**src/rtl/motor_bridge_ctrl.sv**
```systemverilog
`default_nettype none
// ============================================================================
// Module      : motor_bridge_ctrl
// Description : Control FSM for an H-bridge motor driver. It takes the direction,
//               enable, PWM and driver-fault inputs, which all arrive
//               asynchronously. It produces registered enable and half-bridge
//               controls. Two safety features are built in:
//               - Dead time is inserted whenever the direction is reversed.
//               - A filtered fault input forces the bridge off.
// Ports       : clk    - system clock, rising edge
//               rst    - asynchronous, active-low reset
//               dir    - direction command (1 = ina side), async
//               brk    - bridge enable (0 = coast), async
//               pwm    - PWM (1 = drive, 0 = brake), async
//               fs     - driver fault status, active-low, async
//               en     - bridge enable, registered
//               ina    - half-bridge A control, registered
//               inb    - half-bridge B control, registered
//               fault  - high while in FAULT, registered
//               state  - FSM code IDLE=0 DRIVE=1 DEAD=2 FAULT=3, registered
// Config      : MOTOR_FAULT_RETRY_EN
//               - Defined: FAULT auto-retries to IDLE after the
//                 RETRY_CYCLES hold-off.
//               - Undefined: FAULT latches until brk is low and fs is high.
// Revision    : 1.0 - initial release
// ============================================================================
module motor_bridge_ctrl #(
    parameter int DT_CYCLES    = 8,
    parameter int FS_FILT      = 4,
    parameter int RETRY_CYCLES = 1024
) (
    input  logic       clk,
    input  logic       rst,
    input  logic       dir,
    input  logic       brk,
    input  logic       pwm,
    input  logic       fs,
    output logic       en,
    output logic       ina,
    output logic       inb,
    output logic       fault,
    output logic [1:0] state
);

    localparam logic [1:0] c_ST_IDLE  = 2'd0;
    localparam logic [1:0] c_ST_DRIVE = 2'd1;
    localparam logic [1:0] c_ST_DEAD  = 2'd2;
    localparam logic [1:0] c_ST_FAULT = 2'd3;

    localparam logic [7:0] c_DT_LOAD = 8'(DT_CYCLES - 1);
    localparam logic [3:0] c_FS_LIM  = 4'(FS_FILT);

    // ------------------------------------------------------------------------
    // Two-flop synchronizers, bit order {fs, pwm, brk, dir}
    // ------------------------------------------------------------------------
    logic [3:0] r_sync1;
    logic [3:0] r_sync2;
    logic       w_ds;
    logic       w_bs;
    logic       w_ps;
    logic       w_fss;

    always_ff @(posedge clk or negedge rst) begin
        if (!rst) begin
            r_sync1 <= 4'd0;
            r_sync2 <= 4'd0;
        end else begin
            r_sync1 <= {fs, pwm, brk, dir};
            r_sync2 <= r_sync1;
        end
    end

    assign w_ds  = r_sync2[0];
    assign w_bs  = r_sync2[1];
    assign w_ps  = r_sync2[2];
    assign w_fss = r_sync2[3];

    // ------------------------------------------------------------------------
    // Fault filter.
    // The fault is declared on the same edge that the counter reaches the
    // limit. This gives a filter of one sample (FS_FILT=1) the same 3-cycle
    // latency as every other input.
    // ------------------------------------------------------------------------
    logic [3:0] r_fcnt;
    logic [3:0] w_fcnt_nxt;
    logic       w_fault_det;

    always_comb begin
        w_fcnt_nxt = 4'd0;
        if (!w_fss) begin
            w_fcnt_nxt = (r_fcnt >= c_FS_LIM) ? c_FS_LIM : r_fcnt + 4'd1;
        end
    end

    assign w_fault_det = (w_fcnt_nxt == c_FS_LIM);

    // ------------------------------------------------------------------------
    // State register and registered outputs
    // ------------------------------------------------------------------------
    logic [1:0] r_state;
    logic [1:0] w_state_nxt;
    logic       r_dslat;
    logic       w_dslat_nxt;
    logic [7:0] r_dcnt;
    logic [7:0] w_dcnt_nxt;
    logic       w_en_nxt;
    logic       w_ina_nxt;
    logic       w_inb_nxt;
    logic       w_fault_nxt;

`ifdef MOTOR_FAULT_RETRY_EN
    localparam logic [15:0] c_RETRY_LOAD = 16'(RETRY_CYCLES - 1);
    logic [15:0] r_rcnt;
    logic [15:0] w_rcnt_nxt;

    always_ff @(posedge clk or negedge rst) begin
        if (!rst) begin
            r_rcnt <= 16'd0;
        end else begin
            r_rcnt <= w_rcnt_nxt;
        end
    end
`endif

    always_ff @(posedge clk or negedge rst) begin
        if (!rst) begin
            r_state <= c_ST_IDLE;
            r_dslat <= 1'b0;
            r_dcnt  <= 8'd0;
            r_fcnt  <= 4'd0;
            en      <= 1'b0;
            ina     <= 1'b0;
            inb     <= 1'b0;
            fault   <= 1'b0;
        end else begin
            r_state <= w_state_nxt;
            r_dslat <= w_dslat_nxt;
            r_dcnt  <= w_dcnt_nxt;
            r_fcnt  <= w_fcnt_nxt;
            en      <= w_en_nxt;
            ina     <= w_ina_nxt;
            inb     <= w_inb_nxt;
            fault   <= w_fault_nxt;
        end
    end

    assign state = r_state;

    // ------------------------------------------------------------------------
    // Next-state logic. Fault detection pre-empts every other transition.
    // ------------------------------------------------------------------------
    always_comb begin
        w_state_nxt = r_state;
        w_dslat_nxt = r_dslat;
        w_dcnt_nxt  = r_dcnt;
`ifdef MOTOR_FAULT_RETRY_EN
        w_rcnt_nxt  = r_rcnt;
`endif
        if (w_fault_det) begin
            w_state_nxt = c_ST_FAULT;
`ifdef MOTOR_FAULT_RETRY_EN
            w_rcnt_nxt  = c_RETRY_LOAD;
`endif
        end else begin
            case (r_state)
                c_ST_IDLE: begin
                    if (w_bs) begin
                        w_state_nxt = c_ST_DRIVE;
                        w_dslat_nxt = w_ds;
                    end
                end
                c_ST_DRIVE: begin
                    if (!w_bs) begin
                        w_state_nxt = c_ST_IDLE;
                    end else if (w_ds != r_dslat) begin
                        w_state_nxt = c_ST_DEAD;
                        w_dcnt_nxt  = c_DT_LOAD;
                    end
                end
                c_ST_DEAD: begin
                    // The counter runs to completion regardless of further dir
                    // activity. The direction is sampled only at expiry.
                    if (r_dcnt == 8'd0) begin
                        if (w_bs) begin
                            w_state_nxt = c_ST_DRIVE;
                            w_dslat_nxt = w_ds;
                        end else begin
                            w_state_nxt = c_ST_IDLE;
                        end
                    end else begin
                        w_dcnt_nxt = r_dcnt - 8'd1;
                    end
                end
                default: begin
`ifdef MOTOR_FAULT_RETRY_EN
                    if (r_rcnt == 16'd0) begin
                        if (w_fss) begin
                            w_state_nxt = c_ST_IDLE;
                        end else begin
                            w_rcnt_nxt = c_RETRY_LOAD;
                        end
                    end else begin
                        w_rcnt_nxt = r_rcnt - 16'd1;
                    end
`else
                    if (!w_bs && w_fss) begin
                        w_state_nxt = c_ST_IDLE;
                    end
`endif
                end
            endcase
        end
    end

    // ------------------------------------------------------------------------
    // Output decode.
    // The decode is taken from the next state so that the outputs, fault and
    // state all register on the same edge.
    // ------------------------------------------------------------------------
    always_comb begin
        w_en_nxt    = 1'b0;
        w_ina_nxt   = 1'b0;
        w_inb_nxt   = 1'b0;
        w_fault_nxt = (w_state_nxt == c_ST_FAULT);
        if (w_state_nxt == c_ST_DRIVE) begin
            w_en_nxt  = 1'b1;
            w_ina_nxt = w_dslat_nxt | ~w_ps;
            w_inb_nxt = ~w_dslat_nxt | ~w_ps;
        end
    end

endmodule
`default_nettype wire

```
**config.mk**
```make
export PLATFORM = sky130hd
export DESIGN_NAME = motor_bridge_ctrl
export DESIGN_NICKNAME = d
export VERILOG_FILES = /design/src/rtl/motor_bridge_ctrl.sv
export SDC_FILE = /design/constraint.sdc
export NUM_CORES = 1
export LEC_CHECK = 0
export BUFFER_PORTS_ARGS = -buffer_cell sky130_fd_sc_hd__buf_2
export CORE_ASPECT_RATIO = 0.6
export CORE_MARGIN = 4
export CORE_UTILIZATION = 50
export DETAILED_ROUTE_END_ITERATION = 12
export HOLD_SLACK_MARGIN = 0.15
export PLACE_DENSITY = 0.8
export SKIP_LAST_GASP = 1
export SYNTH_ARGS = -nofsm -noshare
export SYNTH_HDL_FRONTEND = slang
export SYNTH_SLANG_ARGS = --single-unit
```
**constraint.sdc**
```tcl
create_clock -name clk -period 3.5 [get_ports clk]
set_clock_uncertainty 0.05 [all_clocks]
set_input_delay 0.7 -clock clk [delete_from_list [all_inputs] [get_ports clk]]
set_output_delay 0.7 -clock clk [all_outputs]
set_load 0.1 [all_outputs]
```
Word level (Yosys, flattened, before mapping)
Index checks and enable logic that the tools add are counted.
{"block": "word_totals", "in_bits": 6, "reg_bits": 27, "out_inout_bits": 6}
{"block": "op_classes", "n_bitwise": 5, "muxes": 21, "eq_ne": 9, "addsub": 2, "n_reduce_logical": 6, "order_cmp": 1}
{"op": "$mux W8", "n": 3}
{"op": "$pmux W8 S2", "n": 1}
{"op": "$mux W2", "n": 6}
{"op": "$logic_not A8 Y1", "n": 1}
{"op": "$mux W4", "n": 2}
{"op": "$sub A8 B1 Y8 const B", "n": 1}
{"op": "$mux W1", "n": 7}
{"op": "$ne A2 B2 Y1 const B", "n": 3}
{"op": "$pmux W2 S3", "n": 1}
{"op": "$reduce_and A5 Y1", "n": 1}
{"op": "$add A4 B1 Y4 const B", "n": 1}
{"op": "$eq A2 B1 Y1 const B", "n": 2}
{"op": "$eq A2 B2 Y1 const B", "n": 2}
{"op": "$eq A4 B3 Y1 const B", "n": 1}
{"op": "$ge A4 B3 Y1 const B", "n": 1}
{"op": "$not A1 Y1", "n": 3}
{"op": "$logic_not A2 Y1", "n": 1}
{"op": "$or A1 B1 Y1", "n": 2}
{"op": "$pmux W1 S2", "n": 1}
{"op": "$reduce_bool A2 Y1", "n": 1}
{"op": "$logic_and A1 B1 Y1", "n": 1}
{"op": "$logic_not A1 Y1", "n": 1}
{"op": "$ne A1 B1 Y1", "n": 1}

Longest topological paths before layout
{"block": "logic_depth", "word_depth": 8, "mapped_depth": 8, "mapped_depth_nobuf": 8}

Worst setup path after synthesis
Ideal clock, no wire load.
{"block": "synth_path", "path_type": "register to register", "start": "register r_state[0] (netlist: state[0])", "end": "register r_dcnt[7]", "path_slack_ns": 0.958, "period_less_slack_ns": 2.542, "t_arrival_ns": 2.415, "path_stages_with_launch": 7, "path_cell_list": "dfrtp_1 -> inv_1 -> ha_1 -> a41oi_1 -> nand4_1 -> or3_2 -> a21oi_1"}
{"block": "synth_between", "elab_chain_cells": 3, "word_cells_on_any_way": 8, "cone_classes": "5 x eq/ne; 1 x mux; 2 x reduce/logical"}
{"item": "start, declared", "line_no": "100", "text": "logic [1:0] r_state;"}
{"item": "start signal, assigned", "line_no": "127", "text": "r_state <= c_ST_IDLE;"}
{"item": "start signal, assigned", "line_no": "136", "text": "r_state <= w_state_nxt;"}
{"item": "$eq A2 B2 Y1 / $eq A2 B1 Y1 (equally long branches)", "line_no": "165", "text": "case (r_state)"}
{"item": "$ne A2 B2 Y1 (no line) / $reduce_bool A2 Y1 (equally long branches)"}
{"item": "$reduce_and A5 Y1 (no line)"}
{"item": "end signal, assigned", "line_no": "138", "text": "r_dcnt <= w_dcnt_nxt;"}
{"item": "end, declared", "line_no": "104", "text": "logic [7:0] r_dcnt;"}
Several ways; a longest one is shown, not always the timed one.
A chain may end at the register's enable or synchronous reset.

Worst setup path in the final report
{"block": "layout_path", "start": "register r_dcnt[0]", "end": "register inb"}
{"block": "layout_between", "word_cells_on_any_way": 11, "cone_classes": "1 x eq/ne; 7 x mux; 2 x bitwise; 1 x reduce/logical"}
{"item": "$logic_not A8 Y1", "line_no": "183", "text": "if (r_dcnt == 8'd0) begin"}
{"item": "$mux W2", "line_no": "183"}
{"item": "$pmux W2 S3", "line_no": "165"}
{"item": "$mux W2", "line_no": "159", "text": "if (w_fault_det) begin"}
{"item": "net w_state_nxt[1]", "line_no": "101", "text": "logic [1:0] w_state_nxt;"}
{"item": "$eq A2 B1 Y1", "line_no": "225", "text": "if (w_state_nxt == c_ST_DRIVE) begin"}
{"item": "$mux W1", "line_no": "225"}
{"item": "net w_inb_nxt", "line_no": "108", "text": "logic w_inb_nxt;"}
{"item": "end signal, assigned", "line_no": "142", "text": "inb <= w_inb_nxt;"}
{"item": "end, declared", "line_no": "40", "text": "output logic inb,"}
The timed path passes the listed nets, and every way through them passes these cells.

==> impl_results.md <==
- Clock Sinks: 27
- Dpl hpwl: about 1.9 mm
- First-pass GRT wire length: 4.47 mm
- Num CTS Buffers: 3
- Hold Crit Start: r_sync1[2]
- # Max-Cap Violations: 0
- Placeable Area: between 2000 and 3000 µm²
- Hold buffers post-CTS: 0
- Ys Warns: 0
- DR vias/cell: about 5.9
- Die Span X: around 74 µm
- H-tree level count: 1
- Slew HR: between 60% and 70%
- P&R area growth vs syn: 10.1%
- R2R Path Start: r_dcnt[0]
- Mapped Nets: 134
- Worst-Skew Late Latency: 280 ps
- CP endpoint kind: flip-flop
- DR WL/cell: 15.5 µm
- Worst Setup SP: r_dcnt[0]
- GRT Util Overall: ~17%
- Yosys top cell area share: approximately half
- Routed via count: slightly below 1000
- Max VDD drop: 543 µV
- Remaining DRCs: 0
- Peak fanout along the critical path: 4
- Share of post-route cells with drive strength above 1: between 15 and 20%
- Main synth FF type: dfrtp_1
- Register-to-Register Setup Slack: about 1200 ps
- Final hold viol count: 0
- DRT Pass-1 Iters: 4
- Starting DRT DRC Count: 71
- Die Footprint: 3530 µm²
- Pleak: 0.675 nW
- Final #Nets: between 100 and 150
- Grt ovf: 0
- RePlAce Congestion: 0.789
- Mapped Avg Cell Area: 10.8 µm²
- Critical Path AT: between 2000 and 2500 ps
- Multi-input logic area: 589 µm²
- Starting Density: a little over half
- Top Ports: 12
- Setup_tns: 0 ps
- Min cycle time layout: between 2000 and 2500 ps
- Maximum clock rate: about 440 MHz
- Worst Hold Margin: approximately 320 ps
- Worst Path Required: 3650 ps
- Power density cells: just over 800 nW/µm²
- Final ANT Viol Nets: 0
- Final setup fails: 0
- CTS tree: yes
- Postcts setup bufs: 0
- Row cnt: 14
- Asr flop ratio synth: 100%
- Maximum root-to-sink buffer count: 2
- Outcome: finished clean
- Unrepaired setup endpoints after global routing: false
- Die height: ~48 µm
- DP Area: between 1000 and 1500 µm²
- Cts repair resizes: 0
- Hold Path Class: flip-flop to flip-flop
- Port bufs: 11
- Fill count: approximately 210
- Vias in the first global route: around 930
- Clock transition at path regs: about 100 ps
- Critical path type: flip-flop to flip-flop
- Worst setup SP type: flip-flop
- Final worst path period share: 64.3%
- Largest net degree at the start of global routing: 28
- Synth cell count leaders: 27 x dfrtp_1, 8 x inv_1, 8 x nor2_1, 7 x ha_1, 7 x nand2_1
- Layout Cell Area excl Fill: roughly 1400 µm²
- Slew @ Worst Pin: a little under 600 ps
- Mapped Area: about 1300 µm²
- Synth area leader: dfrtp_1
- WL final: between 2 and 3 mm
- Area taken by flip-flops and latches: 676 µm²
- Root Driver: clkbuf_8
- Diode count: 0
- Max-slew violation count: 0
- Initial antenna violation count: 0
- Post-synth EDFFs: 0
- Synth top area cells: dfrtp_1 52%, ha_1 6.7%, nand4_1 2.4%
- Instance count of the mapped netlist: 121
- Most numerous cell in the Yosys netlist: dfrtp_1
- Library cells used by synthesis: 45
- Sequential fraction of the synthesis area: a little over 50%
- Count of state elements after synthesis: 27
==> state kept, by name (all words and copies together), names as in the netlist <==
name     flops
r_sync2      4
en           1
inb          1
ina          1
r_dslat      1
state        2
r_fcnt       4
r_sync1      4
fault        1
r_dcnt       8
==> where the power goes <==
part           leakage [nW]  internal (mW)  total [mW]  switching [mW]
Combinational         0.320          0.156       0.603           0.446
Clock                0.0261         0.0837       0.188           0.104
Sequential            0.328          0.365       0.407          0.0418
==> cell usage in the layout, fill, tap and decap left out, types with 2 or more instances in the layout <==
| master | instances |
|---|---|
| xor2_1 | 2 |
| inv_1 | 8 |
| nand2_1 | 7 |
| nor2b_1 | 2 |
| a41oi_1 | 2 |
| nor2_1 | 8 |
| clkbuf_8 | 3 |
| o22ai_1 | 2 |
| nor3_1 | 2 |
| dfrtp_1 | 27 |
| xnor2_1 | 2 |
| nand3_1 | 2 |
| ha_1 | 7 |
| buf_2 | 11 |
| nor4b_1 | 2 |
| nand4_1 | 5 |
| a31oi_1 | 3 |
| o211a_1 | 2 |
| a21oi_1 | 6 |
| o21ai_0 | 5 |
==> cell families after synthesis <==
logic type      count (synthesis)  share of synthesized area [%]
fa+ha+maj                       7                           6.68
flops                          27                           51.5
other cells                     1                          0.286
simple gates                   41                           19.0
buf+inv                        11                           3.53
xor+xnor                        4                           2.67
compound gates                 30                           16.3
==> per-stage QoR <==
step	power, mW	instances	setup WS, ps	util, %
finish	1.20	166	1250	57.6
global placement	0.982	162	1370	55.6
global route	1.27	166	1100	57.6
CTS	1.20	166	1260	57.6
floorplan	0.889	121	958	-
detailed placement	1.01	162	1290	55.6
==> worst max-delay path: stages (launching register included) <==
cell	delay (ps)
dfrtp_1	410
inv_1	120
ha_1	200
or3b_2	500
o21ai_1	140
a211oi_1	90
a311oi_2	400
inv_2	100
a211oi_2	160
==> path summary, 6_finish.rpt <==
path | endpoint | depth (start not counted)
setup / recovery | inb | 8
hold / removal | r_sync2[2] | 0
setup reg to reg | inb | 8
hold reg to reg | r_sync2[2] | 0
max in group asynchronous | r_fcnt[2] | 1
min in group asynchronous | r_dcnt[6] | 1
==> layout make-up <==
| cell class | instances | area share (%) |
|---|---|---|
| Multi-Input combinational cell | 83 | 40.8 |
| Sequential cell | 27 | 46.8 |
| Inverter | 9 | 2.34 |
| Clock inverter | 1 | 0.607 |
| Tap cell | 32 | 2.77 |
| Clock buffer | 3 | 2.86 |
| Timing Repair Buffer | 11 | 3.81 |
==> per-layer routing <==
layer / track usage, % / share of wire (%) / up-vias
met4: 4.69 / 0.97 / 0
met2: 26.9 / 45 / 43
met1: 24.8 / 46 / 462
met3: 4.61 / 7.7 / 4
li1: - / - / 465
met5: 0 / 0 / -
Note: power is estimated with default switching activity, not from simulation.
